===== src/rtl/magnetron_power_ctrl_pkg.sv =====
// Shared state encodings and default sizing for the magnetron power controller.
package magnetron_power_ctrl_pkg;

  localparam int DEF_MAX_LEVEL   = 10;
  localparam int DEF_SLOT_CYCLES = 4;

  typedef enum logic [1:0] {
    ST_IDLE   = 2'd0,
    ST_COOK   = 2'd1,
    ST_PAUSED = 2'd2
  } state_t;

endpackage


===== src/rtl/magnetron_power_ctrl_duty.sv =====
// Time-proportional duty window: wrap counter over PERIOD cycles, on while below lvl*SLOT_CYCLES.
module mag_duty_gen
  import magnetron_power_ctrl_pkg::*;
#(
  parameter int MAX_LEVEL   = DEF_MAX_LEVEL,
  parameter int SLOT_CYCLES = DEF_SLOT_CYCLES,
  parameter int LVL_W       = 4
) (
  input  logic             clk,
  input  logic             rst,
  input  logic             run,
  input  logic             clr,
  input  logic [LVL_W-1:0] lvl,
  output logic             duty_on
);

  localparam int PERIOD = MAX_LEVEL * SLOT_CYCLES;
  localparam int CNT_W  = $clog2(PERIOD) + 1;

  logic [CNT_W-1:0] win_cnt;
  logic [CNT_W-1:0] thr;

  // Counter holds whenever run is low, so a pause resumes mid-window.
  always_ff @(posedge clk) begin
    if (rst || clr)
      win_cnt <= '0;
    else if (run)
      win_cnt <= (win_cnt == CNT_W'(PERIOD - 1)) ? '0 : win_cnt + CNT_W'(1);
  end

  assign thr     = CNT_W'(lvl) * CNT_W'(SLOT_CYCLES);
  assign duty_on = (win_cnt < thr);

endmodule


===== src/rtl/magnetron_power_ctrl.sv =====
// Magnetron gate FSM with selectable power level; MAG_PAUSE_EN enables the PAUSED state.
module magnetron_power_ctrl
  import magnetron_power_ctrl_pkg::*;
#(
  parameter int MAX_LEVEL   = DEF_MAX_LEVEL,
  parameter int SLOT_CYCLES = DEF_SLOT_CYCLES,
  parameter int LVL_W       = 4
) (
  input  logic             clk,
  input  logic             rst,
  input  logic             startn,
  input  logic             stopn,
  input  logic             clearn,
  input  logic             door_closed,
  input  logic             timer_done,
  input  logic [LVL_W-1:0] power_level,
  output logic             mag_on,
  output logic             cooking,
  output logic             paused
);

`ifdef MAG_PAUSE_EN
  localparam bit PAUSE_EN = 1'b1;
`else
  localparam bit PAUSE_EN = 1'b0;
`endif

  state_t           state, state_nx;
  logic [LVL_W-1:0] lvl_q, lvl_clamped;
  logic             start_ok;
  logic             duty_on;
  logic             run, clr;

  assign start_ok = !startn && door_closed && stopn && clearn && !timer_done;

  always_comb begin
    lvl_clamped = power_level;
    if (power_level > LVL_W'(MAX_LEVEL))
      lvl_clamped = LVL_W'(MAX_LEVEL);
  end

  always_comb begin
    state_nx = state;
    case (state)
      ST_IDLE: begin
        if (start_ok && (power_level != '0))
          state_nx = ST_COOK;
      end
      ST_COOK: begin
        if (!clearn)
          state_nx = ST_IDLE;
        else if (timer_done)
          state_nx = ST_IDLE;
        else if (!stopn || !door_closed)
          state_nx = PAUSE_EN ? ST_PAUSED : ST_IDLE;
      end
      ST_PAUSED: begin
        if (!clearn || timer_done)
          state_nx = ST_IDLE;
        else if (start_ok)
          state_nx = ST_COOK;
      end
      default: state_nx = ST_IDLE;
    endcase
  end

  // Level is latched only on a fresh start; resume keeps the old one.
  always_ff @(posedge clk) begin
    if (rst) begin
      state <= ST_IDLE;
      lvl_q <= '0;
    end else begin
      state <= state_nx;
      if (state_nx == ST_IDLE)
        lvl_q <= '0;
      else if ((state == ST_IDLE) && (state_nx == ST_COOK))
        lvl_q <= lvl_clamped;
    end
  end

  assign run = (state == ST_COOK) && (state_nx == ST_COOK);
  assign clr = (state_nx == ST_IDLE);

  mag_duty_gen #(
    .MAX_LEVEL  (MAX_LEVEL),
    .SLOT_CYCLES(SLOT_CYCLES),
    .LVL_W      (LVL_W)
  ) u_duty (
    .clk    (clk),
    .rst    (rst),
    .run    (run),
    .clr    (clr),
    .lvl    (lvl_q),
    .duty_on(duty_on)
  );

  assign cooking = (state == ST_COOK);
  assign mag_on  = cooking && duty_on;
  assign paused  = PAUSE_EN && (state == ST_PAUSED);

endmodule


===== config.mk =====
export PLATFORM = sky130hd
export DESIGN_NAME = magnetron_power_ctrl
export DESIGN_NICKNAME = d
export VERILOG_FILES = /design/src/rtl/magnetron_power_ctrl_pkg.sv /design/src/rtl/magnetron_power_ctrl_duty.sv /design/src/rtl/magnetron_power_ctrl.sv
export SDC_FILE = /design/constraint.sdc
export NUM_CORES = 1
export LEC_CHECK = 0
export CAP_MARGIN = 15
export CORE_UTILIZATION = 45
export CTS_CLUSTER_DIAMETER = 150
export CTS_CLUSTER_SIZE = 14
export DETAILED_ROUTE_END_ITERATION = 12
export PLACE_DENSITY = 0.71
export SLEW_MARGIN = 40
export SYNTH_ARGS = -nofsm -noshare
export SYNTH_HDL_FRONTEND = slang
export SYNTH_SLANG_ARGS = --single-unit
export TNS_END_PERCENT = 1

===== constraint.sdc =====
create_clock -name clk -period 2.2 [get_ports clk]
set_input_delay 0.44 -clock clk [delete_from_list [all_inputs] [get_ports clk]]
set_output_delay 0.44 -clock clk [all_outputs]
set_load 0.01 [all_outputs]

* After elaboration in Yosys (flattened, before gate mapping)
Index checks and enable logic that the tools add are counted.
** Word-level totals
- Word-level logic and storage cells :: 39
- Memories kept :: 0
- Memory bits (read-only) :: 0
- Input bits :: 11
- RAM bits :: 0
- Latch bits :: 0
- Register bits :: 13
- Output and inout port bits :: 3
** Operators by class
- Add/subtract/negate cells :: 1
- Multiplexer cells :: 9
- Order comparisons :: 2
- Equal/unequal tests :: 4
- Div/mod/pow operators :: 0
- Shifts and indexed selects :: 0
- Bitwise operators :: 0
- Multipliers :: 0
- Reduce and logical (&&, ||, !) cells :: 20
** Operators with widths (number)
- two-way mux 2 bit :: 6
- logical AND 1 bit :: 8
- adder 7 x 1 -> 7 bit (second input constant) :: 1
- equality test 7 x 6 -> 1 bit (second input constant) :: 1
- < comparator 7 x 6 -> 1 bit :: 1
- two-way mux 7 bit :: 1
- one-hot mux 2 bit (3 select lines) :: 1
- zero test 1 bit :: 5
- equality test 2 x 1 -> 1 bit (second input constant) :: 2
- greater-than comparator 4 bit (second input constant) :: 1
- zero test 2 bit :: 2
- two-way mux 4 bit :: 1
- nonzero test 4 bit :: 1
- logical OR 1 bit :: 3
- equality test 2 bit (second input constant) :: 1
- OR reduction 2 bit :: 1

* Longest topological paths before layout
- Depth in word-level cells :: 10
- Depth in mapped cells :: 5
- Mapped depth without buffers :: 5

* By module
From an unflattened synthesis, not the netlist that was laid out.
** Unflattened totals
- Cell total of the unflattened synthesis :: 85
- Area total of the unflattened synthesis :: 739.5 um^2
** By module, submodules not included
- mag_duty_gen :: area an instance 385.4 um^2, cells each 42, instances 1, seq. area each 140.1 um^2
- magnetron_power_ctrl :: area an instance 354.1 um^2, cells each 43, instances 1, seq. area each 120.1 um^2

* Least setup slack after synthesis
Ideal clock, no wire load.
- Kind :: input -> register
- From :: input timer_done
- To :: register lvl_q[2]
- Library setup time :: 0.129 ns
- Data required time :: 2.071 ns
- Path slack :: 0.623 ns
- Arrival :: 1.448 ns
- Cell stages on the path :: 4
- Cells stage by stage :: or3b_4 > nor4_4 > mux2i_1 > nor2_1
** Between the ends
- Longest elaborated chain between the ends :: 7
- Elaborated cells between the ends (all ways) :: 14
** RTL lines
- start, declared :: RTL line magnetron_power_ctrl.sv:15 : input logic timer_done,
- zero test 1 bit :: RTL line magnetron_power_ctrl.sv:34 : assign start_ok = !startn && door_closed && stopn && clearn && !timer_done;
- logical AND 1 bit :: RTL line magnetron_power_ctrl.sv:34
- two-way mux 2 bit or logical AND 1 bit (tied branches) :: RTL line magnetron_power_ctrl.sv:60, magnetron_power_ctrl.sv:46
- two-way mux 2 bit (on tied branches) :: RTL line magnetron_power_ctrl.sv:58, magnetron_power_ctrl.sv:46
- one-hot mux 2 bit (3 select lines) (*) :: RTL line magnetron_power_ctrl.sv:44 : case (state)
- equality test 2 x 1 -> 1 bit or zero test 2 bit (tied branches) :: RTL line magnetron_power_ctrl.sv:76, magnetron_power_ctrl.sv:74
- logical AND 1 bit or OR reduction 2 bit (tied branches)
- end signal, assigned :: RTL line magnetron_power_ctrl.sv:77 : lvl_q <= lvl_clamped;
- end, declared :: RTL line magnetron_power_ctrl.sv:29 : logic [LVL_W-1:0] lvl_q, lvl_clamped;
Mark *: on every way between the ends. The rest lies on a longest branch, timed or not.
A chain may end at the register's enable or synchronous reset.

* Worst setup path after layout
- From :: register lvl_q[1]
- To :: output mag_on
** Between the ends
- Longest elaborated chain between the ends :: 2
** RTL lines
- < comparator 7 x 6 -> 1 bit :: RTL line magnetron_power_ctrl_duty.sv:32 : assign duty_on = (win_cnt < thr);
- logical AND 1 bit :: RTL line magnetron_power_ctrl.sv:98 : assign mag_on = cooking && duty_on;
- end, declared :: RTL line magnetron_power_ctrl.sv:17 : output logic mag_on,
Every way passes these cells.

==> flow_results.xml <==
<?xml version="1.0" encoding="UTF-8"?>
<metrics>
  <group name="run_status">
    <metric name="status" unit="">finished clean</metric>
  </group>
  <group name="critical_path">
    <metric name="timing.reg2reg.setup_slack" unit="ns">0.66</metric>
    <metric name="timing.critical_path.to" unit="">mag_on</metric>
    <metric name="reg2regPathDepth" unit="">4</metric>
    <metric name="crit_path_slowest_cell" unit="">sky130_fd_sc_hd__dfxtp_1</metric>
    <metric name="cp_data_required_time" unit="ns">1.76</metric>
    <metric name="worst_r2r_endpoint" unit="">lvl_q[2]$_SDFFE_PP0P_</metric>
    <metric name="worst_ep_arrival_time" unit="ns">1.64</metric>
    <metric name="cell_family_with_most_cp_delay" unit="">compound AO/OA/AOI/OAI gates</metric>
    <metric name="worstSetupEndpointType" unit="">output pin</metric>
    <metric name="timing_worst_setup_path_type" unit="">reg2out</metric>
    <metric name="worstSetupStartpointType" unit="">flop</metric>
    <metric name="cp_num_buf_inv" unit="">2</metric>
    <metric name="timing.critical_path.from" unit="">lvl_q[1]$_SDFFE_PP0P_</metric>
    <metric name="timing.critical_path.depth" unit="">6</metric>
    <metric name="worst_path_largest_cell_delay" unit="ns">0.34</metric>
    <metric name="critical_path.max_fanout" unit="">2</metric>
    <metric name="crit-reg2reg-launch" unit="">state[0]$_SDFF_PP0_</metric>
    <metric name="timing.critical_path.cells" unit="">inv_1 &gt; ha_1 &gt; a21o_1 &gt; a21oi_1 &gt; o211a_1 &gt; dlygate4sd2_1</metric>
  </group>
  <group name="floorplanning">
    <metric name="die_area" unit="sq um">1790</metric>
    <metric name="die_x" unit="um">42.4</metric>
    <metric name="ioPinCount" unit="">14</metric>
    <metric name="start_util" unit="">0.487</metric>
    <metric name="design.core.area" unit="sq um">1510</metric>
    <metric name="row_count" unit="">14</metric>
    <metric name="die_height" unit="um">42.4</metric>
  </group>
  <group name="grt">
    <metric name="grt_antenna_before_repair" unit="">0</metric>
    <metric name="track_usage" unit="">0.161</metric>
    <metric name="grt_pass1_wl" unit="mm">2.25</metric>
    <metric name="grt_pass1_vias" unit="">572</metric>
    <metric name="grt_start_max_net_pins" unit="">8</metric>
    <metric name="global_route.overflow_total" unit="">0</metric>
  </group>
  <group name="finish">
    <metric name="drive_above_1_share" unit="">0.107</metric>
    <metric name="nNetsFinal" unit="">119</metric>
    <metric name="area_delta_synth_final" unit="%">25.6</metric>
    <metric name="fill_cells" unit="">147</metric>
    <metric name="antenna_cells" unit="">0</metric>
  </group>
  <group name="synth">
    <metric name="synth.top_cell.area_share" unit="">0.355</metric>
    <metric name="synth_top_cells_by_count" unit="">sky130_fd_sc_hd__nor2_1, sky130_fd_sc_hd__dfxtp_1, sky130_fd_sc_hd__xnor2_1</metric>
    <metric name="synthesis.yosys.warnings" unit="">0</metric>
    <metric name="synthesis.area" unit="sq um">733</metric>
    <metric name="post_synthesis_cell_type_count" unit="">27</metric>
    <metric name="yosys.area.top_type" unit="">sky130_fd_sc_hd__dfxtp_1</metric>
    <metric name="syn_inst" unit="">84</metric>
    <metric name="yosys_most_used_dff" unit="">sky130_fd_sc_hd__dfxtp_1</metric>
    <metric name="portion_of_the_post_synthesis_area_used_by_sequential_elements" unit="">0.355</metric>
    <metric name="share_of_synthesized_registers_carrying_an_async_set_or_reset" unit="">0</metric>
    <metric name="ys_ff_latch" unit="">13</metric>
    <metric name="yosys.cell_count.top_type" unit="">sky130_fd_sc_hd__nor2_1</metric>
    <metric name="synthTopCellsByArea" unit="">sky130_fd_sc_hd__dfxtp_1, sky130_fd_sc_hd__nor2_1, sky130_fd_sc_hd__xnor2_1</metric>
    <metric name="syn-mean-instance-area" unit="sq um">8.73</metric>
    <metric name="number_of_flops_mapped_to_enable_cells_by_yosys" unit="">0</metric>
    <metric name="syn-num-nets" unit="">99</metric>
  </group>
  <group name="detailed_routing">
    <metric name="drt_pre_antenna_iters" unit="">4</metric>
    <metric name="avgViaCountPerCell" unit="">5.31</metric>
    <metric name="dr_total_vias" unit="">632</metric>
    <metric name="post-route-drc-count" unit="">0</metric>
    <metric name="drt_first_iter_violations" unit="">20</metric>
    <metric name="routedWlPerCell" unit="um">11.0</metric>
    <metric name="drtAntennaViolNets" unit="">0</metric>
    <metric name="totalWireLength" unit="mm">1.31</metric>
  </group>
  <group name="pwr">
    <metric name="static-leakage-power" unit="nW">0.308</metric>
    <metric name="vdd_ir_drop_max" unit="mV">0.344</metric>
    <metric name="power.density_cell_area" unit="nW/um^2">454</metric>
  </group>
  <group name="timing">
    <metric name="timing.max_slew.rel_slack" unit="">0.665</metric>
    <metric name="period_needed" unit="ns">2.08</metric>
    <metric name="max_freq" unit="MHz">480</metric>
    <metric name="period_share" unit="">0.947</metric>
    <metric name="finalSetupTns" unit="ns">0</metric>
    <metric name="unrepaired_setup_endpoints_after_global_routing" unit="">no</metric>
    <metric name="timing_hold_violations_final" unit="">0</metric>
    <metric name="setup_viol" unit="">0</metric>
    <metric name="report.final.slew_viol_count" unit="">0</metric>
    <metric name="worst-slew-pin-transition" unit="ns">0.500</metric>
    <metric name="final.setup.worst_slack" unit="ns">0.117</metric>
    <metric name="fin_skew" unit="ns">0.00801</metric>
  </group>
  <group name="clock_tree">
    <metric name="clock_insertion_delay_worst_skew" unit="ns">0.27</metric>
    <metric name="tritoncts.num_buffers" unit="">3</metric>
    <metric name="cts.sinks" unit="">13</metric>
    <metric name="clock_tree.root_cell" unit="">sky130_fd_sc_hd__clkbuf_4</metric>
    <metric name="cts_tree" unit="">built</metric>
    <metric name="post-cts-setup-buffer-count" unit="">0</metric>
    <metric name="ctsLongestPathBuffers" unit="">2</metric>
    <metric name="clk_pin_slew_worst_paths" unit="ns">0.08</metric>
    <metric name="number_of_hold_buffers_added_after_cts" unit="">0</metric>
    <metric name="htreeDepth" unit="">1</metric>
  </group>
  <group name="placed_design">
    <metric name="finalWeightedCongestion" unit="">0.835</metric>
    <metric name="port_buffers" unit="">12</metric>
    <metric name="dp_hpwl" unit="mm">1.07</metric>
    <metric name="preCtsSetupSlack" unit="ns">0.0456</metric>
  </group>
  <group name="flow_run">
    <metric name="max_cap_violations" unit="">0</metric>
  </group>
  <group name="hold_path">
    <metric name="worstHoldStart" unit="">lvl_q[0]$_SDFFE_PP0P_</metric>
    <metric name="hold_path_class" unit="">reg2reg</metric>
  </group>
</metrics>
==> worst min path at each step <==
stage,endpoint,slack [ns],depth (start not counted)
2_1_floorplan,lvl_q[0]$_SDFFE_PP0P_,0.45,2
3_3_place_gp,lvl_q[0]$_SDFFE_PP0P_,0.47,2
3_5_place_dp,lvl_q[0]$_SDFFE_PP0P_,0.49,2
4_1_cts,lvl_q[0]$_SDFFE_PP0P_,0.50,2
5_1_grt,lvl_q[0]$_SDFFE_PP0P_,0.53,2
6_report,lvl_q[0]$_SDFFE_PP0P_,0.49,2
==> final cells by class <==
type	count	area (sq um)	area share
well taps	16	20.0	0.0217
clock buffers	4	26.3	0.0285
inverters	5	18.8	0.0204
flip-flops and latches	13	260	0.283
multi-input cells	65	447	0.485
repair buffers	16	149	0.162
==> cell families after synthesis <==
family,share of synthesized area
adder cells (fa/ha/maj),0.0683
AND/OR/NAND/NOR,0.333
multiplexers,0.0273
AO/OA/AOI/OAI,0.104
other,0.00511
XOR/XNOR,0.0717
buffers and inverters,0.0358
flip-flops,0.355
==> state kept, by name, indices dropped and copies added (netlist names) <==
signal,cells
lvl_q,4
state,2
u_duty.win_cnt,7
==> metrics by stage <==
stage	instances	util	power, mW	hold slack [ns]	area [sq um]
floorplan	84	-	0.256	0.447	733
global placement	115	0.595	0.280	0.470	896
detailed placement	115	0.595	0.280	0.491	896
CTS	119	0.611	0.426	0.502	921
global route	119	0.611	0.437	0.525	921
finish	119	0.611	0.419	0.494	921
==> layer usage <==
metal | global-route usage | up-vias | routed length (um)
li1 | - | 332 | -
met1 | 0.213 | 279 | 643
met2 | 0.252 | 17 | 593
met3 | 0.0259 | 4 | 58
met4 | 0.0813 | 0 | 14
met5 | 0 | - | 0
==> cells in the final DEF, fill, tap and decap left out, drive strengths merged <==
cell	count
nand3b	1
a21oi	5
dlygate4sd2	1
o211a	1
or2b	1
buf	4
nor2b	2
nor3	5
or3b	1
dfxtp	13
o21ai	2
ha	4
conb	1
nor2	14
xnor2	6
nand2b	4
clkbuf	4
clkdlybuf4s50	11
a211oi	2
o2bb2ai	1
nand4b	2
nor4b	1
nand3	4
nand2	1
a21o	1
mux2i	2
inv	5
nor4	4
==> report_power, final <==
group	switching (mW)	total (mW)	internal, mW	leakage, nW
sequential	0.000166	0.235	0.235	0.105
clock	0.0740	0.144	0.0701	0.0150
combinational	0.0159	0.0390	0.0231	0.189
total	0.0900	0.419	0.328	0.308
==> worst min-delay path, stage by stage, from the launching register on <==
cell and delay [ns]:
sky130_fd_sc_hd__dfxtp_1 0.32, sky130_fd_sc_hd__nand2b_1 0.07, sky130_fd_sc_hd__a21oi_1 0.06
==> timing repair <==
action                                  4_1_cts  5_1_grt
endpoints found under the setup margin        1        0
hold endpoints to repair                      0        0
gates resized for setup                       1        0
Power figures use the tool's default switching activity.
